`src/rtl/fpu_fmt_pkg.sv`:
```
// Shared FP32/FP64 format constants and enums.
// Used by the widening, narrowing and compare stages.
package fpu_fmt_pkg;

    localparam int unsigned FP32_EXP_W  = 8;
    localparam int unsigned FP32_FRAC_W = 23;
    localparam int unsigned FP64_EXP_W  = 11;
    localparam int unsigned FP64_FRAC_W = 52;

    localparam int unsigned BIAS32    = 127;
    localparam int unsigned BIAS64    = 1023;
    localparam logic [FP64_EXP_W-1:0] BIAS_DIFF = 11'd896;

    // Exponent of a leading one at frac bit 22, before the per-shift decrement.
    localparam logic [FP64_EXP_W-1:0] DEN_EXP_BASE = 11'd897;

    localparam logic [FP32_EXP_W-1:0] EXP32_MAX = 8'hFF;
    localparam logic [FP64_EXP_W-1:0] EXP64_MAX = 11'h7FF;

    typedef struct packed {
        logic                   sign;
        logic [FP32_EXP_W-1:0]  exp;
        logic [FP32_FRAC_W-1:0] frac;
    } fp32_t;

    typedef enum logic [2:0] {
        ZERO,
        DENORM,
        NORMAL,
        INF,
        QNAN,
        SNAN
    } fp_class_e;

    typedef enum logic [1:0] {
        IDLE,
        NORM,
        DONE
    } cvt_state_e;

endpackage

```
`src/rtl/fpu_fp32_classify.sv`:
```
// Combinational FP32 operand classifier.
module fpu_fp32_classify
    import fpu_fmt_pkg::*;
(
    input  logic [31:0] src,
    output fp_class_e   cls
);

    fp32_t op;
    assign op = src;

    always_comb begin
        cls = ZERO;
        if (op.exp == '0) begin
            cls = (op.frac == '0) ? ZERO : DENORM;
        end else if (op.exp == EXP32_MAX) begin
            if (op.frac == '0)
                cls = INF;
            else if (op.frac[FP32_FRAC_W-1])
                cls = QNAN;
            else
                cls = SNAN;
        end else begin
            cls = NORMAL;
        end
    end

endmodule

```
`src/rtl/fpu_fp32_to_fp64.sv`:
```
// FP32 -> FP64 widening converter; exact, with iterative denormal normalisation
// (one bit per cycle) behind a valid/ready handshake.
module fpu_fp32_to_fp64
    import fpu_fmt_pkg::*;
#(
    parameter bit DAZ = 1'b0
) (
    input  logic        clk,
    input  logic        reset,
    input  logic        req_valid,
    output logic        req_ready,
    input  logic [31:0] src,
    output logic        rsp_valid,
    input  logic        rsp_ready,
    output logic [63:0] dst,
    output logic        flag_denorm,
    output logic        flag_snan
);

    cvt_state_e              state;
    logic [FP32_FRAC_W-1:0]  man;
    logic [4:0]              cnt;
    logic                    sgn;

    fp32_t                   op;
    fp_class_e               cls;
    logic                    accept;
    logic [FP64_EXP_W-1:0]   norm_exp;
    logic [FP64_EXP_W-1:0]   den_exp;

    assign op = src;

    fpu_fp32_classify u_classify (
        .src (src),
        .cls (cls)
    );

    assign req_ready = (state == IDLE) || (state == DONE && rsp_ready);
    assign accept    = req_valid && req_ready;

    assign norm_exp = {3'b000, op.exp} + BIAS_DIFF;
    // cnt+1 shifts have been applied once the leading one is found
    assign den_exp  = DEN_EXP_BASE - {6'd0, cnt} - 11'd1;

    always_ff @(posedge clk or posedge reset) begin
        if (reset) begin
            state       <= IDLE;
            rsp_valid   <= 1'b0;
            dst         <= '0;
            flag_denorm <= 1'b0;
            flag_snan   <= 1'b0;
            cnt         <= '0;
            man         <= '0;
            sgn         <= 1'b0;
        end else begin
            case (state)
                IDLE, DONE: begin
                    if (accept) begin
                        flag_denorm <= 1'b0;
                        flag_snan   <= 1'b0;
                        state       <= DONE;
                        rsp_valid   <= 1'b1;
                        case (cls)
                            ZERO:   dst <= {op.sign, 63'd0};
                            NORMAL: dst <= {op.sign, norm_exp, op.frac, 29'd0};
                            INF:    dst <= {op.sign, EXP64_MAX, 52'd0};
                            QNAN, SNAN: begin
                                dst       <= {op.sign, EXP64_MAX, 1'b1, op.frac[21:0], 29'd0};
                                flag_snan <= ~op.frac[FP32_FRAC_W-1];
                            end
                            DENORM: begin
                                flag_denorm <= 1'b1;
                                if (DAZ) begin
                                    dst <= {op.sign, 63'd0};
                                end else begin
                                    man       <= op.frac;
                                    cnt       <= '0;
                                    sgn       <= op.sign;
                                    state     <= NORM;
                                    rsp_valid <= 1'b0;
                                end
                            end
                            default: dst <= {op.sign, 63'd0};
                        endcase
                    end else if (state == DONE && rsp_ready) begin
                        state     <= IDLE;
                        rsp_valid <= 1'b0;
                    end
                end
                NORM: begin
                    man <= man << 1;
                    cnt <= cnt + 5'd1;
                    if (man[FP32_FRAC_W-1]) begin
                        dst       <= {sgn, den_exp, man[21:0], 1'b0, 29'd0};
                        state     <= DONE;
                        rsp_valid <= 1'b1;
                    end
                end
                default: begin
                    state     <= IDLE;
                    rsp_valid <= 1'b0;
                end
            endcase
        end
    end

endmodule
```
`config.mk`:
```
export PLATFORM = sky130hd
export DESIGN_NAME = fpu_fp32_to_fp64
export DESIGN_NICKNAME = d
export VERILOG_FILES = /design/src/rtl/fpu_fmt_pkg.sv /design/src/rtl/fpu_fp32_classify.sv /design/src/rtl/fpu_fp32_to_fp64.sv
export SDC_FILE = /design/constraint.sdc
export NUM_CORES = 1
export LEC_CHECK = 0
export BUFFER_PORTS_ARGS = -buffer_cell sky130_fd_sc_hd__buf_2
export CAP_MARGIN = 15
export CORE_MARGIN = 2
export CORE_UTILIZATION = 40
export DETAILED_ROUTE_END_ITERATION = 6
export MAX_ROUTING_LAYER = met4
export PLACE_DENSITY = 0.63
export SLEW_MARGIN = 0
export SYNTH_ARGS = -nofsm -noshare
export SYNTH_HDL_FRONTEND = slang
export SYNTH_HIERARCHICAL = 1
export SYNTH_SLANG_ARGS = --single-unit
export TNS_END_PERCENT = 1
```
`constraint.sdc`:
```
create_clock -name clk -period 2.15 [get_ports clk]
set_input_delay 0.215 -clock clk [delete_from_list [all_inputs] [get_ports clk]]
set_output_delay 0.215 -clock clk [all_outputs]
set_load 0.01 [all_outputs]
```
# Word-level counts from Yosys, hierarchy flattened

Cells that the tools add are included.

Register bits after elaboration: 98
Input bits: 36
Output and inout port bits: 68
Word-level logic and storage cells: 67

$add $sub $neg: 4
Equal/unequal tests: 13
Muxes and demuxes: 27
Bitwise operators: 1
Reduce and logical (&&, ||, !) cells: 14

Operators with widths:

| kind                                               | number |
|---|---|
| one-hot mux 64 bit (4 select lines)                | 1 |
| two-way mux 64 bit                                 | 2 |
| one-hot mux 64 bit (2 select lines)                | 1 |
| two-way mux 23 bit                                 | 2 |
| one-hot mux 23 bit (2 select lines)                | 1 |
| zero test 23 bit                                   | 1 |
| adder 8 x 10 -> 11 bit, second input constant      | 1 |
| subtractor 10 x 5 -> 11 bit, first input constant  | 1 |
| subtractor 11 x 1 -> 11 bit, second input constant | 1 |
| two-way mux 5 bit                                  | 2 |
| one-hot mux 5 bit (2 select lines)                 | 1 |
| two-way mux 3 bit                                  | 3 |
| == test 8 bit, second input constant               | 1 |
| zero test 8 bit                                    | 1 |
| two-way mux 1 bit                                  | 8 |
| two-way mux 2 bit                                  | 4 |
| == test 3 x 2 -> 1 bit, second input constant      | 2 |
| == test 3 bit, second input constant               | 2 |
| inequality test 2 bit, second input constant       | 3 |
| AND reduction 3 bit                                | 2 |
| adder 5 x 1 -> 5 bit, second input constant        | 1 |
| one-hot mux 2 bit (2 select lines)                 | 1 |
| AND reduction 2 bit                                | 2 |
| AND reduction 4 bit                                | 1 |
| 12 further kinds                                   | 14 |

# Longest topological paths before layout

Gate-level depths: netlist of the first run.

Depth after elaboration: 9
Mapped depth: 11
Mapped depth without buffers: 8

# Cells and area by module

Netlist of the first run, hierarchy kept.

By module, submodules not included:

| module            | instances | cells each | area an instance (µm²) | seq. area each (µm²) |
|---|---|---|---|---|
| fpu_fp32_to_fp64  | 1         | 372        | 3,372.0                | 1,676.6 |
| fpu_fp32_classify | 1         | 17         | 133.9                  | 0.0 |

# Worst setup path after synthesis of the first run

No wires, ideal clock.

Path kind: in2reg
From: in src[25]
To: reg dst[61]
Library setup time: 126 ps
Data arrival time: 2,067 ps
Data required time: 2,024 ps
Path slack: -43 ps
Stages on the path: 10
Path buffers: 3
Cell sequence: nor4_2 nand2_1 a31o_1 o21ai_0 buf_4 or3b_1 a32o_1 buf_6 buf_6 o32a_1

Word-level cells in the longest chain between the ends: 8
Elaborated cells on any way between the ends: 16
Those cells by class: add/sub: 1; eq/ne: 7; mux: 5; reduce/logical: 3

Ends and longest elaborated chain:

| element                             | line                    | RTL |
|---|---|---|
| start, declared                     | fpu_fp32_to_fp64.sv:12  | `input logic [31:0] src,` |
| == test 8 bit                       | fpu_fp32_classify.sv:16 | `end else if (op.exp == EXP32_MAX) begin` |
| two-way mux 3 bit                   | fpu_fp32_classify.sv:16 |  |
| two-way mux 3 bit (*)               | fpu_fp32_classify.sv:14 | `if (op.exp == '0) begin` |
| named net cls[0]                    | fpu_fp32_to_fp64.sv:26  | `fp_class_e cls;` |
| == test 3 bit                       | fpu_fp32_to_fp64.sv:63  | `case (cls)` |
| OR reduction 2 bit                  | fpu_fp32_to_fp64.sv:63  |  |
| one-hot mux 64 bit (4 select lines) | fpu_fp32_to_fp64.sv:63  |  |
| two-way mux 64 bit                  | fpu_fp32_to_fp64.sv:58  | `if (accept) begin` |
| one-hot mux 64 bit (2 select lines) | fpu_fp32_to_fp64.sv:56  | `case (state)` |
| end signal, assigned                | fpu_fp32_to_fp64.sv:64  | `ZERO: dst <= {op.sign, 63'd0};` |
| end signal, assigned                | fpu_fp32_to_fp64.sv:65  | `NORMAL: dst <= {op.sign, norm_exp, op.frac, 29'd0};` |
| end signal, assigned                | fpu_fp32_to_fp64.sv:66  | `INF: dst <= {op.sign, EXP64_MAX, 52'd0};` |
| end, declared                       | fpu_fp32_to_fp64.sv:15  | `output logic [63:0] dst,` |

The timed path passes the listed nets; every way through them passes the cells marked *. The select of a mux whose other input is x is not followed.
A chain may end at the register's enable or synchronous reset.

# Worst setup path after layout of the first run

From: in src[16]
To: reg dst[32]

Word-level cells in the longest chain between the ends: 9
Elaborated cells on any way between the ends: 16
Those cells by class: eq/ne: 6; mux: 7; reduce/logical: 3

Ends and longest elaborated chain:

| element                             | line                    | RTL |
|---|---|---|
| zero test 23 bit (*)                | fpu_fp32_classify.sv:17 | `if (op.frac == '0)` |
| two-way mux 3 bit (*)               | fpu_fp32_classify.sv:17 |  |
| two-way mux 3 bit (*)               | fpu_fp32_classify.sv:16 |  |
| two-way mux 3 bit (*)               | fpu_fp32_classify.sv:14 |  |
| named net cls[2]                    | fpu_fp32_to_fp64.sv:26  |  |
| == test 3 bit                       | fpu_fp32_to_fp64.sv:63  |  |
| OR reduction 2 bit                  | fpu_fp32_to_fp64.sv:63  |  |
| one-hot mux 64 bit (4 select lines) | fpu_fp32_to_fp64.sv:63  |  |
| two-way mux 64 bit                  | fpu_fp32_to_fp64.sv:58  |  |
| one-hot mux 64 bit (2 select lines) | fpu_fp32_to_fp64.sv:56  |  |

Marked as above.

==> results of run 1 <==
## sequential cells by signal, summed over array words and instances (netlist names)
signal,cells
dst,34
man,23
cnt,5
flag_denorm,1
flag_snan,1
rsp_valid,1
sgn,1
state,1
## worst register-to-register path, delay by kind of cell, from the launching register on
family | cells | cell delay (ps)
AND/OR/NAND/NOR | 2 | 490
buffers and inverters | 1 | 210
flip-flops | 1 | 430
AO/OA/AOI/OAI | 2 | 470
## kinds of logic (layout without fill, tap and decap cells)
kind of cell	after synthesis	after routing	share of synthesized area
simple gates	165	165	0.2084
compound gates	84	84	0.1624
flops	67	67	0.4782
buf+inv	59	148	0.1128
mux	6	6	0.01749
xor+xnor	5	5	0.01249
fa+ha+maj	2	2	0.007137
other cells	1	29	0.001070
## power groups by stage
| stage | registers [µW] | logic (µW) | clock network (µW) |
|---|---|---|---|
| floorplan | 1510 | 291 | 0 |
| global placement | 1480 | 527 | 0 |
| detailed placement | 1480 | 537 | 0 |
| CTS | 1460 | 543 | 1330 |
| global route | 1470 | 604 | 1390 |
| finish | 1460 | 542 | 1300 |
## path summary, 6_finish.rpt
kind,depth (start not counted),start,endpoint
min in group asynchronous,3,reset,man[2]
max in group asynchronous,4,reset,rsp_valid
worst min-delay path,2,req_valid,dst[62]
worst min register to register,1,dst[56],dst[56]
worst max register to register,5,state[0],dst[59]
worst max-delay path,10,src[16],dst[32]
## cell type report
class / count / share of cell area
Multi-Input combinational cell: 291 / 0.3565
Clock buffer: 9 / 0.02745
Timing Repair Buffer: 128 / 0.1835
Tap cell: 108 / 0.02994
Inverter: 4 / 0.003327
Sequential cell: 67 / 0.3715
Clock inverter: 7 / 0.02772
## what timing repair did
action / 4_1_cts / 5_1_grt
endpoints found under the setup margin: 1 / 32
resized for setup: 1 / 7
hold buffers: 1 / 0
endpoints found under the hold margin: 21 / 0
pin swaps: 0 / 0
## layer usage
layer,wire length (µm),part of all wire,global-route usage,up-vias
met5,0,0,-,-
met4,116,0.013,0.07158,0
met3,557,0.061,0.02806,8
met2,4285,0.47,0.3082,108
met1,4123,0.45,0.2751,1520
li1,-,-,-,1513
## Yosys cell counts, types with 3 or more instances
| library cell | instances |
|---|---|
| mux2i_1 | 5 |
| clkbuf_1 | 10 |
| nand3_1 | 3 |
| nor2_1 | 57 |
| nor4_1 | 4 |
| nor3b_1 | 3 |
| inv_1 | 4 |
| a21o_1 | 5 |
| a221oi_1 | 9 |
| nor2b_1 | 4 |
| a21oi_1 | 5 |
| xor2_1 | 5 |
| nand2_1 | 77 |
| buf_4 | 32 |
| dfrtp_1 | 67 |
| nand2b_1 | 4 |
| a31oi_1 | 39 |
| o21ai_0 | 13 |
| buf_6 | 6 |
| buf_2 | 7 |
| nor4_2 | 4 |
## metrics by stage
step | TNS, ps | cell area (µm²) | instances | setup WS (ps)
floorplan | 0 | 3637 | 417 | 20.09
global placement | -9162 | 4213 | 597 | -208.7
detailed placement | -16350 | 4213 | 597 | -379.2
CTS | 0 | 4478 | 614 | 66.16
global route | 0 | 4513 | 614 | 7.590
finish | 0 | 4513 | 614 | 123.4
==> results.json, run 1 <==
{
  "boundaryPins": 104,
  "clockBufferDepth": 2,
  "grt_pass1_wl_um": 15120,
  "drt-vias-per-instance": 5.129,
  "antenna_found_initial": 0,
  "grt_pass1_vias": 3132,
  "setup_violations": 0,
  "cp_cell_sequence": "buf_2, nor4_1, and4_4, a31oi_4, buf_4, or3b_2, a21oi_2, buf_12, nand2_1, a31oi_1",
  "synthTopCellsByArea": "dfrtp_1 48%, nand2_1 8.2%, a31oi_1 7.0%, buf_4 6.9%, nor2_1 6.1%",
  "switchingPower_uw": 903.6,
  "ir_drop_v": 0.0004135,
  "max_stage_delay_ps": 470,
  "insertion_delay_ps": 340,
  "outcome": "complete, no violations",
  "pwr-share-clk": 0.395,
  "globalplace.congestion": 0.8499,
  "synth.top_cell.area_share": 0.4782,
  "fin_total_pwr_uw": 3302,
  "rsz0062_at_grt": "false",
  "maxSlewViolCount": 0,
  "cts.sinks": 67,
  "synth_edf_count": 0,
  "yosysTopAreaCell": "dfrtp_1",
  "cp_slowest_cell": "or3b_2",
  "ys_async_sr_fraction": 1.000,
  "ys_seq_elements": 67,
  "die_h_um": 97.62,
  "critical_path_class": "in2reg",
  "io_buffer_count": 74,
  "drive_above_1_share": 0.3182,
  "fin_hold_ws_ps": 129.6,
  "swShare": 0.2737,
  "cts_post_setup_buffers_inserted": 0,
  "synthFlopType": "dfrtp_1",
  "multi_input_area_um2": 1609,
  "yosys_warnings": 6,
  "slew_headroom": 0.5857,
  "detail-route-antenna-nets": 0,
  "dr.pass1.iters": 4,
  "syn_area_um2": 3506,
  "area_delta_synth_final_pct": 28.73,
  "max_freq_mhz": 493.4,
  "synth_area_per_cell_um2": 9.012,
  "max_cap_viol_count": 0,
  "grt_max_degree": 39,
  "initial_core_util": 0.4080,
  "intPower_uw": 2398,
  "period_share": 0.9426,
  "end_kind": "flop",
  "seq_area_um2": 1677,
  "path_clk_slew_ps": 80,
  "fin_crit_ps": 2027,
  "diodes": 0,
  "cts_max_level": 3,
  "startpoint_type": "input pin",
  "wl_um": 9082,
  "max_slew.worst_pin.slew_ps": 615.8,
  "cts_buffers": 9,
  "hold_class": "in2reg",
  "die_area_um2": 9530,
  "skew_ps": 10.25,
  "num_vias": 3149,
  "root_buffer": "clkbuf_8",
  "seq_power_share": 0.441,
  "fill_cells": 813,
  "rows": 34,
  "worst-path-buf-inv": 3,
  "powerDensity_nw_per_um2": 731.6,
  "path_max_fanout": 22,
  "grt_overflow": 0,
  "cts_tree": "done",
  "worst_ep_arrival_time_ps": 2280,
  "core-area_um2": 8593,
  "p_leak_uw": 0.002233,
  "yosysSeqAreaShare": 0.4782,
  "netlist_instances": 389,
  "drcViolationCount": 0,
  "wire_per_inst_um": 14.79,
  "dpl.hpwl_um": 6594,
  "die_w_um": 97.62,
  "path_delay_family": "simple AND/OR/NAND/NOR gates",
  "grt_use_total": 0.2011,
  "num-nets-final": 539,
  "required_ps": 2400,
  "mostFrequentLayoutCell": "nand2_1",
  "comb_power_share": 0.164,
  "fin_util": 0.5252,
  "yosysUniqueCellTypes": 40,
  "r2r_setup_slack_ps": 430,
  "drt_iter0_drc": 132,
  "hold_viol_final": 0,
  "final_cell_mix": "77 x nand2_1, 74 x buf_2, 67 x dfrtp_1"
}
Note: power is estimated with default switching activity, not from simulation.
==> run 2: changes to the inputs <==
Settings changed: CORE_ASPECT_RATIO set to 0.8.
==> run 2 against run 1 <==
Via count grew 0.98%. Clock power fell by 10%. Die area is essentially flat. Final area decreased by 0.39%. Clock-buffer cell count rose by 3. Critical path depth did not move. Worst hold slack got worse by 4.7 ps. Combinational power grew 0.7%. Largest cell class unchanged.
==> results.json, run 2 (synthesized netlist as in run 1, its figures left out) <==
{
  "grt_max_degree": 68,
  "worst_ep_arrival_time_ps": 2310,
  "final_cell_mix": "77 x nand2_1, 74 x buf_2, 67 x dfrtp_1",
  "intPower_uw": 2309,
  "max_cap_viol_count": 0,
  "cts_tree": "done",
  "detail-route-antenna-nets": 0,
  "rows": 30,
  "root_buffer": "clkbuf_8",
  "num_vias": 3180,
  "grt_pass1_wl_um": 14520,
  "num-nets-final": 541,
  "startpoint_type": "input pin",
  "mostFrequentLayoutCell": "nand2_1",
  "required_ps": 2420,
  "p_leak_uw": 0.002231,
  "drt-vias-per-instance": 5.129,
  "ir_drop_v": 0.0003520,
  "boundaryPins": 104,
  "seq_power_share": 0.459,
  "clockBufferDepth": 2,
  "hold_viol_final": 0,
  "globalplace.congestion": 0.8825,
  "grt_use_total": 0.2041,
  "area_delta_synth_final_pct": 28.23,
  "cts_max_level": 3,
  "drive_above_1_share": 0.3228,
  "max_slew.worst_pin.slew_ps": 616.7,
  "path_clk_slew_ps": 70,
  "critical_path_class": "in2reg",
  "outcome": "complete, no violations",
  "slew_headroom": 0.5851,
  "io_buffer_count": 74,
  "initial_core_util": 0.4133,
  "setup_violations": 0,
  "drcViolationCount": 0,
  "diodes": 0,
  "powerDensity_nw_per_um2": 706.1,
  "path_max_fanout": 11,
  "largestRegisters": "dst x34, man x23, cnt x5",
  "dr.pass1.iters": 5,
  "placed_cell_area_um2": 4220,
  "maxSlewViolCount": 0,
  "drt_iter0_drc": 144,
  "grt_pass1_vias": 2979,
  "fin_cells": 620,
  "cts_buffers": 9,
  "core-area_um2": 8483,
  "end_kind": "flop",
  "dpl.hpwl_um": 6507,
  "insertion_delay_ps": 350,
  "wl_um": 9115,
  "die_w_um": 108.7,
  "antenna_found_initial": 0,
  "die_area_um2": 9534,
  "hold_class": "in2reg",
  "period_share": 0.9499,
  "die_h_um": 87.74,
  "largest_reg_flops": 34,
  "rsz0062_at_grt": "true",
  "cts.sinks": 67,
  "pwr-share-clk": 0.369,
  "fin_crit_ps": 2042,
  "finalInstanceArea_um2": 4496,
  "max_freq_mhz": 489.6,
  "switchingPower_uw": 864.9,
  "largest_register": "dst",
  "swShare": 0.2725,
  "comb_power_share": 0.172,
  "grt_overflow": 0,
  "skew_ps": 7.214,
  "place_inst": 603,
  "wire_per_inst_um": 14.70
}
[run 2: power by group through the flow]
stage	Combinational, µW	Sequential [µW]	Clock, µW
after floorplan	291	1510	0
after global placement	531	1480	0
after detailed placement	541	1480	0
after CTS	544	1460	1210
after global routing	611	1470	1250
final	546	1460	1170
[run 2: through the flow]
stage / util / setup TNS [ps] / hold slack (ps) / total power, µW / setup WS, ps
2_1_floorplan: - / 0 / 316.0 / 1803 / 20.09
3_3_place_gp: 0.4975 / -10110 / 319.8 / 2008 / -232.7
3_5_place_dp: 0.4975 / -12680 / 326.6 / 2021 / -354.4
4_1_cts: 0.5245 / 0 / 112.0 / 3212 / 22.75
5_1_grt: 0.5299 / -41.50 / 126.9 / 3334 / -24.36
6_report: 0.5299 / 0 / 124.8 / 3174 / 107.7
[run 2: worst paths after layout]
check / start / end / slack (ps) / depth (start not counted)
max: src[10] / dst[45] / 110 / 10
min: src[31] / sgn / 120 / 2
max reg2reg: rsp_valid / dst[58] / 480 / 4
min reg2reg: flag_denorm / flag_denorm / 470 / 2
max in group asynchronous: reset / cnt[4] / 1370 / 4
min in group asynchronous: reset / dst[59] / 470 / 4
[run 2: final cells by class]
cell class | instances | area (µm²)
Sequential cell | 67 | 1677
Clock inverter | 4 | 73.82
Fill cell | 811 | 3988
Tap cell | 112 | 140.1
Clock buffer | 12 | 145.1
Inverter | 4 | 15.01
Timing Repair Buffer | 130 | 834.6
Multi-Input combinational cell | 291 | 1610
[run 2: worst max-delay path, cell delays in order]
cell and delay (ps):
buf_2 120, nor4_2 280, and4_1 290, a31oi_2 140, a21oi_2 190, or3b_2 470
a21oi_2 150, buf_4 210, nand2_1 70, a31oi_1 160
[run 2: repair_timing]
action / CTS / global route
buffers inserted: 0 / 0
hold endpoints to repair: 67 / 0
resized for setup: 0 / 10
hold buffers: 1 / 0
setup endpoints to repair: 0 / 33
[run 2: per-layer routing]
layer | vias up | share of wire | track usage
met5 | - | 0 | -
met2 | 100 | 0.46 | 0.3023
li1 | 1516 | - | -
met1 | 1552 | 0.47 | 0.2761
met3 | 12 | 0.060 | 0.04613
met4 | 0 | 0.013 | 0.07110
